--- src/rtl/sim_video_probe.sv ---
// sim_video_probe: sits between the core's raw VGA outputs and the simulation
// harness. Generates the pixel enable, tracks hpos/vpos from the sync edges,
// expands narrow colour to the harness width and measures active frame size.
module sim_video_probe #(
   parameter int IN_BITS   = 2,
   parameter int OUT_BITS  = 8,
   parameter int HPOS_W    = 10,
   parameter int VPOS_W    = 10,
   parameter int PIXEL_DIV = 4,
   parameter int FRAME_W   = 16
) (
   input  logic                clk_sys,
   input  logic                reset,
   input  logic                hs_in,
   input  logic                vs_in,
   input  logic                hblank_in,
   input  logic                vblank_in,
   input  logic [IN_BITS-1:0]  r_in,
   input  logic [IN_BITS-1:0]  g_in,
   input  logic [IN_BITS-1:0]  b_in,
   output logic                ce_pix,
   output logic                de,
   output logic                hs_out,
   output logic                vs_out,
   output logic [OUT_BITS-1:0] r_out,
   output logic [OUT_BITS-1:0] g_out,
   output logic [OUT_BITS-1:0] b_out,
   output logic [HPOS_W-1:0]   hpos,
   output logic [VPOS_W-1:0]   vpos,
   output logic [FRAME_W-1:0]  frame_count,
   output logic [HPOS_W-1:0]   active_w,
   output logic [VPOS_W-1:0]   active_h,
   output logic                geom_valid
);

   localparam int DIV_W = (PIXEL_DIV > 1) ? $clog2(PIXEL_DIV) : 1;
   localparam logic [DIV_W-1:0] DIV_LAST = DIV_W'(PIXEL_DIV - 1);

   // Replicate the input channel MSB-first and truncate to OUT_BITS.
   function automatic logic [OUT_BITS-1:0] expand(input logic [IN_BITS-1:0] c);
      logic [OUT_BITS-1:0] res;
      res = '0;
      for (int i = 0; i < OUT_BITS; i++) begin
         res[OUT_BITS-1-i] = c[IN_BITS-1-(i % IN_BITS)];
      end
      return res;
   endfunction

   // Horizontal-width increment that sticks at all-ones instead of wrapping.
   function automatic logic [HPOS_W-1:0] sat_inc_h(input logic [HPOS_W-1:0] x);
      return (&x) ? x : x + HPOS_W'(1);
   endfunction

   // Vertical-width increment that sticks at all-ones instead of wrapping.
   function automatic logic [VPOS_W-1:0] sat_inc_v(input logic [VPOS_W-1:0] x);
      return (&x) ? x : x + VPOS_W'(1);
   endfunction

   logic [DIV_W-1:0]  div_cnt;
   logic              hs_prev;
   logic              vs_prev;
   logic              vld_p0;
   logic              de_p0;
   logic              hs_rise_p0;
   logic              vs_rise_p0;
   logic [HPOS_W-1:0] line_cnt;
   logic [HPOS_W-1:0] max_w;
   logic [VPOS_W-1:0] lines;
   logic              armed;
   logic [HPOS_W-1:0] fold_w_p0;
   logic [VPOS_W-1:0] fold_lines_p0;

   // Pixel enable is held low during reset so the first pulse lands in the
   // first cycle after release, when the divider count is still 0.
   assign ce_pix = ~reset & (div_cnt == '0);
   assign vld_p0 = ce_pix;

   // Free-running divider 0..PIXEL_DIV-1.
   always_ff @(posedge clk_sys) begin
      if (reset) begin
         div_cnt <= '0;
      end else if (div_cnt == DIV_LAST) begin
         div_cnt <= '0;
      end else begin
         div_cnt <= div_cnt + DIV_W'(1);
      end
   end

   // ---- p0: sample decode (combinational, qualified by vld_p0) ----
   // Edge detection, data-enable and the "fold pending line" values.
   always_comb begin
      de_p0         = ~(hblank_in | vblank_in);
      hs_rise_p0    = hs_in & ~hs_prev;
      vs_rise_p0    = vs_in & ~vs_prev;
      fold_w_p0     = (line_cnt > max_w) ? line_cnt : max_w;
      fold_lines_p0 = (line_cnt != '0) ? sat_inc_v(lines) : lines;
   end

   // ---- p1: registered outputs, updated one cycle after each sample ----
   // Sync/de pass-through, edge history and colour expansion.
   always_ff @(posedge clk_sys) begin
      if (reset) begin
         hs_prev <= 1'b0;
         vs_prev <= 1'b0;
         de      <= 1'b0;
         hs_out  <= 1'b0;
         vs_out  <= 1'b0;
         r_out   <= '0;
         g_out   <= '0;
         b_out   <= '0;
      end else if (vld_p0) begin
         hs_prev <= hs_in;
         vs_prev <= vs_in;
         de      <= de_p0;
         hs_out  <= hs_in;
         vs_out  <= vs_in;
         r_out   <= de_p0 ? expand(r_in) : '0;
         g_out   <= de_p0 ? expand(g_in) : '0;
         b_out   <= de_p0 ? expand(b_in) : '0;
      end
   end

   // Beam position: hs edge restarts the line, vs edge restarts the frame.
   always_ff @(posedge clk_sys) begin
      if (reset) begin
         hpos <= '0;
         vpos <= '0;
      end else if (vld_p0) begin
         if (hs_rise_p0) begin
            hpos <= '0;
         end else begin
            hpos <= sat_inc_h(hpos);
         end
         if (vs_rise_p0) begin
            vpos <= '0;
         end else if (hs_rise_p0) begin
            vpos <= sat_inc_v(vpos);
         end
      end
   end

   // Geometry accumulation; a vs edge folds the pending line then commits
   // the frame, but only once the first vs edge after reset has armed it.
   always_ff @(posedge clk_sys) begin
      if (reset) begin
         line_cnt    <= '0;
         max_w       <= '0;
         lines       <= '0;
         armed       <= 1'b0;
         active_w    <= '0;
         active_h    <= '0;
         geom_valid  <= 1'b0;
         frame_count <= '0;
      end else if (vld_p0) begin
         if (vs_rise_p0) begin
            if (armed) begin
               active_w    <= fold_w_p0;
               active_h    <= fold_lines_p0;
               geom_valid  <= 1'b1;
               frame_count <= frame_count + FRAME_W'(1);
            end
            max_w    <= '0;
            lines    <= '0;
            line_cnt <= '0;
            armed    <= 1'b1;
         end else if (hs_rise_p0) begin
            max_w    <= fold_w_p0;
            lines    <= fold_lines_p0;
            line_cnt <= '0;
         end else if (de_p0) begin
            line_cnt <= sat_inc_h(line_cnt);
         end
      end
   end

endmodule

--- config.mk ---
export PLATFORM = sky130hd
export DESIGN_NAME = sim_video_probe
export DESIGN_NICKNAME = d
export VERILOG_FILES = /design/src/rtl/sim_video_probe.sv
export SDC_FILE = /design/constraint.sdc
export NUM_CORES = 1
export LEC_CHECK = 0
export CORE_MARGIN = 2
export CORE_UTILIZATION = 30
export CTS_CLUSTER_SIZE = 24
export DETAILED_ROUTE_END_ITERATION = 8
export PLACE_DENSITY = 0.53
export SETUP_SLACK_MARGIN = 0.02
export SLEW_MARGIN = 0
export SYNTH_ARGS = -nofsm -noshare
export SYNTH_HDL_FRONTEND = slang
export SYNTH_SLANG_ARGS = --single-unit
--- constraint.sdc ---
create_clock -name clk_sys -period 2 [get_ports clk_sys]
set_input_delay 0.5 -clock clk_sys [delete_from_list [all_inputs] [get_ports clk_sys]]
set_output_delay 0.5 -clock clk_sys [all_outputs]
set_load 0.02 [all_outputs]
==> results of run 1 <==
==> repair_timing <==
action,in CTS,in global routing
pin swaps,15,22
gates cloned,1,1
resized for setup,19,37
endpoints found under the setup margin,21,59
setup buffers,3,5
==> area by class of cell <==
class / instances / area (um2) / area share
clock buffer: 11 / 253 / 0.0360
clock inverter: 5 / 60.1 / 0.00855
inverter: 22 / 82.6 / 0.0118
multi-input combinational: 400 / 2790 / 0.397
sequential: 99 / 1990 / 0.284
tap: 216 / 270 / 0.0385
timing repair buffer: 170 / 1580 / 0.224
==> worst register-to-register path, cell delays in order, from the launching register on <==
cell and delay, ns:
dfxtp_2 0.34, inv_2 0.04, ha_4 0.26, nand4_1 0.19
buf_4 0.21, nor3_4 0.13, or2_4 0.17, buf_6 0.12
nor3_4 0.05, buf_12 0.14, a22o_1 0.22
==> per-stage QoR <==
step / instances / area [um2] / total power [mW] / TNS [ns]
after floorplan: 558 / 4890 / 2.38 / 0
after global placement: 900 / 6400 / 2.61 / -14.50
after detailed placement: 900 / 6400 / 2.62 / -17.49
after CTS: 920 / 6840 / 4.46 / 0
after global routing: 923 / 7030 / 4.62 / -0.800
final: 923 / 7030 / 4.43 / 0
==> Yosys cell counts, types with 3 or more instances <==
cell,count,area share
nor3_1,16,0.016
nor2b_1,6,0.0077
o221a_1,10,0.023
nor3_2,3,0.0062
a311oi_1,3,0.0054
or3_1,9,0.012
dfxtp_1,99,0.41
buf_4,20,0.031
ha_1,18,0.046
a211oi_1,4,0.0062
a21oi_1,32,0.033
a21o_1,4,0.0062
a31oi_1,6,0.0077
xor2_1,5,0.0090
and4_1,5,0.0090
nand3_1,24,0.025
buf_6,3,0.0069
buf_1,4,0.0031
and3_1,5,0.0064
o21ai_2,3,0.0054
nor2_1,72,0.055
buf_2,8,0.0082
nand4_1,11,0.014
clkbuf_1,4,0.0031
a22o_1,16,0.029
o21ai_0,26,0.027
nor3b_1,6,0.0092
xnor2_1,31,0.056
nand2_1,41,0.032
mux2i_1,4,0.0082
nor4_1,5,0.0064
inv_1,22,0.017
==> kinds of logic (layout without fill, tap and decap cells) <==
| logic type | Yosys count | after routing | share of synthesized area |
|---|---|---|---|
| AOI/OAI and AO/OA | 119 | 120 | 0.171 |
| adders and majority gates | 18 | 18 | 0.0462 |
| DFF | 99 | 99 | 0.406 |
| xor gates and xnor gates | 36 | 36 | 0.0646 |
| muxes | 5 | 5 | 0.0105 |
| and+or+nand+nor | 220 | 221 | 0.232 |
| buffers and inverters | 61 | 208 | 0.0690 |
==> state kept, by name (all words and copies together), names as in the netlist <==
name and flops:
line_cnt 10, max_w 10, frame_count 16, hs_prev 1
geom_valid 1, active_h 10, armed 1, r_out 2
b_out 2, vpos 10, div_cnt 2, g_out 2
lines 10, hpos 10, vs_prev 1, active_w 10
de 1
==> report_power, final <==
| part | total, mW | internal [mW] | switching (mW) | leakage (nW) |
|---|---|---|---|---|
| clock | 1.83 | 1.04 | 0.790 | 0.152 |
| sequential | 2.04 | 2.01 | 0.0343 | 0.804 |
| combinational | 0.551 | 0.252 | 0.299 | 1.68 |
| total | 4.43 | 3.31 | 1.12 | 2.64 |
==> worst max-delay path by stage <==
stage | startpoint | end | cells after the start
6_report | max_w[4] | max_w[1] | 10
5_1_grt | max_w[9] | max_w[1] | 9
4_1_cts | max_w[4] | active_w[8] | 8
3_5_place_dp | vs_in | active_w[9] | 5
3_3_place_gp | vs_in | active_w[1] | 5
2_1_floorplan | max_w[5] | active_w[9] | 7
==> routing by layer <==
metal / GRT usage / up-vias
li1: - / 2269
met1: 0.196 / 2183
met5: 0 / -
met4: 0.0652 / 0
met3: 0.0247 / 14
met2: 0.259 / 85
==> reports/metrics.yaml, run 1 <==
floorplanning:
  initial_core_util: 0.307
  fp.dieH_um: 132
  dieArea_mm2: 0.0173
  coreArea_mm2: 0.0159
  die_w_um: 132
  ios: 97
  rows: 46
cells_and_area:
  area_growth_pct: 44.0
  mostFrequentLayoutCells: "dfxtp_1 (90), clkdlybuf4s50_1 (87), nor2_1 (71)"
  num-nets-final: 732
  final_common_cell: "dfxtp_1"
  finalCoreUtilization: 0.442
  fillers: 1571
  drive_gt1_frac: 0.207
  insertedDiodeCount: 0
pwr:
  leakage_nw: 2.64
  vdd_drop_max_uv: 404
  powerDensity_mw_per_mm2: 630
drt:
  drt-pass1-iter-count: 4
  vias: 4551
  drtAntennaViolNets: 0
  initialDrtViolationCount: 253
  top_layer: "met4"
  viasPerCell: 4.93
  wire_per_inst_um: 14.8
  drt-total-wl_um: 13700
  remaining_drc_errors: 0
  wl_met3_um: 426
  wl_met2_um: 6650
  met1_length_um: 6370
synth:
  ys_warn_count: 0
  synthFlopType: "dfxtp_1"
  synth-seq-area-share: 0.406
  synth-seq-cells: 99
  synth_cell_types: 57
  netlist_area_mm2: 0.00488
  synth-edff-count: 0
  synthArstFlopShare: 0
  synth_cells: 558
  syn_avg_cell_area_um2: 8.74
  synth_fp_nets: 588
setup_path:
  cpMostUsedCell: "nor3_4"
  max_stage_delay_ns: 0.34
  path_cells: "inv_2 > ha_4 > nand4_1 > buf_4 > nor3_4 > or2_4 > buf_6 > nor3_4 > buf_12 > a22o_1"
  crit_buf_inv: 4
  crit_path_top_delay_cell: "dfxtp_2"
  worstRegToRegCells: 10
  critPathLaunchType: "register"
  r2r_slack_ns: 0.02
  cp_max_fo: 10
  critPathCaptureType: "register"
  worst-setup-path-type: "reg -> reg"
  worstPathArrival_ns: 2.22
  required_ns: 2.24
  r2r_end: "max_w[1]"
  crit_family: "simple AND/OR/NAND/NOR gates"
  r2r-start: "max_w[4]"
timing:
  slew_headroom: 0.594
  fin_skew_ns: 0.00759
  worst_slack_ns: 0.0174
  min_period_ns: 1.98
  period_share: 0.991
  hold_viol: 0
  setup_viol_count_final: 0
  slew_violations: 0
  fmax_mhz: 504
  hold_ws_ns: 0.454
  worstMarginPinSlew_ns: 0.604
  rsz0062_at_grt: "yes"
place:
  port_buffers: 96
  place_ws_ns: -0.364
  hpwl_um: 9900
  place_congestion: 0.812
min_path:
  hold_start: "de"
  holdPathStages: 1
  hold_path_end: "de"
  min_path_type: "reg -> reg"
clock_network:
  htreeDepth: 3
  clockBufferDepth: 2
  cts_root_buffer: "clkbuf_16"
  worstSkewPairLatency_ns: 0.35
  post_cts_hold_buffer_count: 0
  cts_tree: "done"
  cts_buffers: 9
  cts_sinks: 99
  cts.clk_slew.worst_paths_ns: 0.07
run:
  max-cap-violations: 0
global_routing:
  grt_pass1_wl_um: 21900
  grt_start_max_net_pins: 41
  grt.overflow.total: 0
  track_usage: 0.154
  antenna_found_initial: 0
  grt_pass1_vias: 4363
outcome:
  status: "complete, no violations"
Power figures use the tool's default switching activity.
==> inputs of run 2 (changes only) <==
--- a/config.mk
+++ b/config.mk
@@ -9,7 +9,8 @@
 export CORE_UTILIZATION = 30
 export CTS_CLUSTER_SIZE = 24
 export DETAILED_ROUTE_END_ITERATION = 8
-export PLACE_DENSITY = 0.53
+export PLACE_DENSITY = 0.63
+export REMOVE_ABC_BUFFERS = 1
 export SETUP_SLACK_MARGIN = 0.02
 export SLEW_MARGIN = 0
 export SYNTH_ARGS = -nofsm -noshare
==> reports/metrics.yaml, run 2 (synthesized netlist as in run 1, its figures left out) <==
cells_and_area:
  drive_gt1_frac: 0.253
  num-nets-final: 747
  mostFrequentLayoutCells: "dfxtp_1 (87), clkdlybuf4s50_1 (86), buf_4 (81)"
  insertedDiodeCount: 0
  final_common_cell: "dfxtp_1"
  area_growth_pct: 48.3
  top_register: "frame_count"
  final_area_mm2: 0.00723
  fin_cells: 936
  largest_reg_flops: 16
timing:
  fmax_mhz: 474
  slew_headroom: 0.680
  hold_viol: 0
  worst_slack_ns: -0.110
  period_share: 1.06
  worstMarginPinSlew_ns: 0.475
  rsz0062_at_grt: "yes"
  fin_skew_ns: 0.00489
  slew_violations: 0
  setup_viol_count_final: 10
  min_period_ns: 2.11
setup_path:
  worstPathArrival_ns: 2.35
  crit_family: "compound AO/OA/AOI/OAI gates"
  worst-setup-path-type: "reg -> reg"
  required_ns: 2.24
  cp_max_fo: 5
  max_stage_delay_ns: 0.42
  path_cells: "inv_2 > ha_4 > nand4_1 > o311a_1 > buf_4 > or3_4 > o221a_1"
  crit_buf_inv: 2
  critPathLaunchType: "register"
  critPathCaptureType: "register"
  crit_path_top_delay_cell: "o311a_1"
outcome:
  status: "finished with violations"
  violations: "setup timing"
clock_network:
  cts_root_buffer: "clkbuf_16"
  clockBufferDepth: 2
  cts.clk_slew.worst_paths_ns: 0.06
  cts_tree: "done"
  htreeDepth: 3
  worstSkewPairLatency_ns: 0.35
  cts_buffers: 9
  cts_sinks: 99
floorplanning:
  rows: 46
  dieArea_mm2: 0.0173
  initial_core_util: 0.307
  coreArea_mm2: 0.0159
  fp.dieH_um: 132
  ios: 97
  die_w_um: 132
drt:
  wire_per_inst_um: 15.3
  drtAntennaViolNets: 0
  drt-total-wl_um: 14300
  initialDrtViolationCount: 312
  viasPerCell: 5.06
  remaining_drc_errors: 0
  drt-pass1-iter-count: 5
  vias: 4736
place:
  hpwl_um: 9870
  place_congestion: 0.873
  place_area_mm2: 0.00643
  place_ws_ns: -0.416
  port_buffers: 96
  place_inst: 908
min_path:
  min_path_type: "reg -> reg"
run:
  max-cap-violations: 0
pwr:
  vdd_drop_max_uv: 398
  leakage_nw: 2.76
  powerDensity_mw_per_mm2: 582
global_routing:
  track_usage: 0.165
  grt_start_max_net_pins: 30
  grt_pass1_vias: 4748
  grt.overflow.total: 0
  antenna_found_initial: 0
  grt_pass1_wl_um: 23700
[run 2: cell count changes in the layout (fill, tap and decap cells not counted), sizes merged]
cell           change
dlymetal6s2s       +1
bufinv             -1
o21ai              -1
clkbuf             -1
clkdlybuf4s50      -1
clkinv             +2
inv                -1
clkinvlp           -1
buf               +16
[run 2: stage by stage]
step | setup TNS, ns | utilization | power, mW | hold slack (ns)
after floorplan | -22.61 | - | 2.33 | 0.427
after global placement | -20.18 | 0.405 | 2.62 | 0.434
after detailed placement | -23.27 | 0.405 | 2.63 | 0.445
after CTS | -0.294 | 0.442 | 4.21 | 0.458
after global routing | -2.56 | 0.455 | 4.39 | 0.491
final | -0.856 | 0.455 | 4.21 | 0.456
[run 2: final timing paths]
check             startpoint  slack (ns)  depth (start not counted)           to
setup / recovery    max_w[3]       -0.11                          7  active_w[3]
hold / removal            de        0.46                          1           de
setup reg to reg    max_w[3]       -0.11                          7  active_w[3]
hold reg to reg           de        0.46                          1           de
[run 2: worst reg2reg max path: stages (launching register included)]
cell,delay [ns]
dfxtp_2,0.34
inv_2,0.05
ha_4,0.27
nand4_1,0.14
o311a_1,0.42
buf_4,0.15
or3_4,0.39
o221a_1,0.25
[run 2: report_power, final]
group | total [mW] | switching [mW] | internal [mW]
sequential | 2.05 | 0.0398 | 2.01
clock | 1.54 | 0.724 | 0.821
combinational | 0.608 | 0.320 | 0.288
[run 2: layer usage]
layer,routed length (um),up-vias,GRT usage
met5,0,-,0
li1,-,2298,-
met2,7070,129,0.292
met1,6290,2291,0.199
met3,701,18,0.0401
met4,234,0,0.0477
[run 2: layout make-up]
| type | instances | area (um2) |
|---|---|---|
| Fill cell | 1524 | 8650 |
| Multi-Input combinational cell | 399 | 2910 |
| Sequential cell | 99 | 2000 |
| Timing Repair Buffer | 186 | 1720 |
| Tap cell | 216 | 270 |
| Clock buffer | 10 | 229 |
| Inverter | 22 | 82.6 |
| Clock inverter | 4 | 20.0 |
[run 2: timing repair]
item	in CTS	in global routing
gates cloned	2	0
hold endpoints to repair	0	0
setup endpoints to repair	43	69
pin swaps	13	16
hold buffers	0	0
setup buffers	9	4
gates resized for setup	53	43
==> inputs of run 3 (changes only) <==
--- a/config.mk
+++ b/config.mk
@@ -5,10 +5,11 @@
 export SDC_FILE = /design/constraint.sdc
 export NUM_CORES = 1
 export LEC_CHECK = 0
-export CORE_MARGIN = 2
+export CORE_MARGIN = 5
 export CORE_UTILIZATION = 30
 export CTS_CLUSTER_SIZE = 24
 export DETAILED_ROUTE_END_ITERATION = 8
+export GPL_ROUTABILITY_DRIVEN = 0
 export PLACE_DENSITY = 0.63
 export REMOVE_ABC_BUFFERS = 1
 export SETUP_SLACK_MARGIN = 0.02
==> reports/metrics.yaml, run 3 (synthesized netlist as in run 1, its figures left out) <==
outcome:
  status: "finished with violations"
  violations: "setup timing"
timing:
  min_period_ns: 2.06
  fin_skew_ns: 0.00692
  worstMarginPinSlew_ns: 0.494
  worst_slack_ns: -0.0620
  rsz0062_at_grt: "yes"
  slew_headroom: 0.670
  hold_viol: 0
  finalSetupTns_ns: -0.407
  period_share: 1.03
  setup_viol_count_final: 10
  fmax_mhz: 485
  hold_ws_ns: 0.445
  slew_violations: 0
floorplanning:
  initial_core_util: 0.306
  dieArea_mm2: 0.0189
  fp.dieH_um: 138
  coreArea_mm2: 0.0159
  die_w_um: 138
  rows: 46
  ios: 97
global_routing:
  antenna_found_initial: 0
  grt.overflow.total: 0
  track_usage: 0.147
  grt_start_max_net_pins: 29
  grt_pass1_wl_um: 22400
  grt_pass1_vias: 4608
cells_and_area:
  multiInputGateArea_mm2: 0.00291
  top_register: "frame_count"
  largest_reg_flops: 16
  finalCoreUtilization: 0.453
  mostFrequentLayoutCells: "dfxtp_1 (90), clkdlybuf4s50_1 (84), buf_4 (72)"
  fin_cells: 929
  final_common_cell: "dfxtp_1"
  num-nets-final: 738
  regArea_mm2: 0.00199
  insertedDiodeCount: 0
  fillers: 1524
  drive_gt1_frac: 0.226
  final_area_mm2: 0.00722
  area_growth_pct: 48.0
clock_network:
  cts_tree: "done"
  worstSkewPairLatency_ns: 0.35
  cts_root_buffer: "clkbuf_16"
  post_cts_hold_buffer_count: 0
  cts.clk_slew.worst_paths_ns: 0.07
  htreeDepth: 3
  cts_sinks: 99
  cts_buffers: 9
  clockBufferDepth: 2
drt:
  drtAntennaViolNets: 0
  vias: 4655
  drt-total-wl_um: 14000
  drt-pass1-iter-count: 5
  wire_per_inst_um: 15.0
  viasPerCell: 5.01
  remaining_drc_errors: 0
  initialDrtViolationCount: 283
setup_path:
  worstPathArrival_ns: 2.30
  r2r-start: "max_w[9]"
  cp_max_fo: 5
  required_ns: 2.23
  critPathLaunchType: "register"
  r2r_slack_ns: -0.06
  critPathLaunch: "max_w[9]"
  critPathCaptureType: "register"
  worst-setup-path-type: "reg -> reg"
place:
  place_inst: 902
  place_area_mm2: 0.00643
  hpwl_um: 10100
  place_ws_ns: -0.414
  port_buffers: 96
run:
  max-cap-violations: 0
pwr:
  clkPwrFrac: 0.387
  p_sw_mw: 1.11
  powerDensity_mw_per_mm2: 597
  leakage_nw: 2.72
  p_int_mw: 3.20
  seqPwrFrac: 0.476
  p_sw_frac: 0.257
  vdd_drop_max_uv: 414
  combPwrFrac: 0.137
  total_power_mw: 4.31
min_path:
  min_path_type: "reg -> reg"
  hold_start: "div_cnt[0]"
## run 3: final timing paths
kind	cells past startpoint	endpoint
setup / recovery	8	active_w[7]
hold / removal	1	div_cnt[0]
setup reg to reg	8	active_w[7]
hold reg to reg	1	div_cnt[0]
## run 3: power groups by stage
stage	sequential (mW)	combinational (mW)	clock, mW
floorplan	2.14	0.188	0
global placement	2.09	0.537	0
detailed placement	2.09	0.547	0
CTS	2.05	0.567	1.72
global route	2.06	0.641	1.80
finish	2.05	0.591	1.67
## run 3: area by class of cell
class | instances | share of cell area
clock inverters | 4 | 0.00347
repair buffers | 177 | 0.232
well taps | 216 | 0.0374
flip-flops and latches | 99 | 0.276
clock buffers | 12 | 0.0355
multi-input cells | 399 | 0.404
inverters | 22 | 0.0114
## run 3: per-layer routing
layer | wire length (um) | track usage | up-vias
li1 | - | - | 2297
met4 | 245 | 0.0432 | 0
met2 | 7080 | 0.254 | 110
met5 | 0 | 0 | -
met1 | 6090 | 0.179 | 2230
met3 | 553 | 0.0351 | 18
## run 3: repair_timing
item	CTS	global route
gates cloned	1	1
setup buffers	7	3
pin swaps	20	25
setup endpoints to repair	37	54
gates resized for setup	39	48
## run 3: critical path: stages, from the launching register on
cell and delay [ns]:
dfxtp_2 0.34, inv_2 0.04, ha_4 0.28, nand2_2 0.06, buf_4 0.13, o211a_1 0.27
o311a_4 0.16, or3_4 0.42, o221a_1 0.24
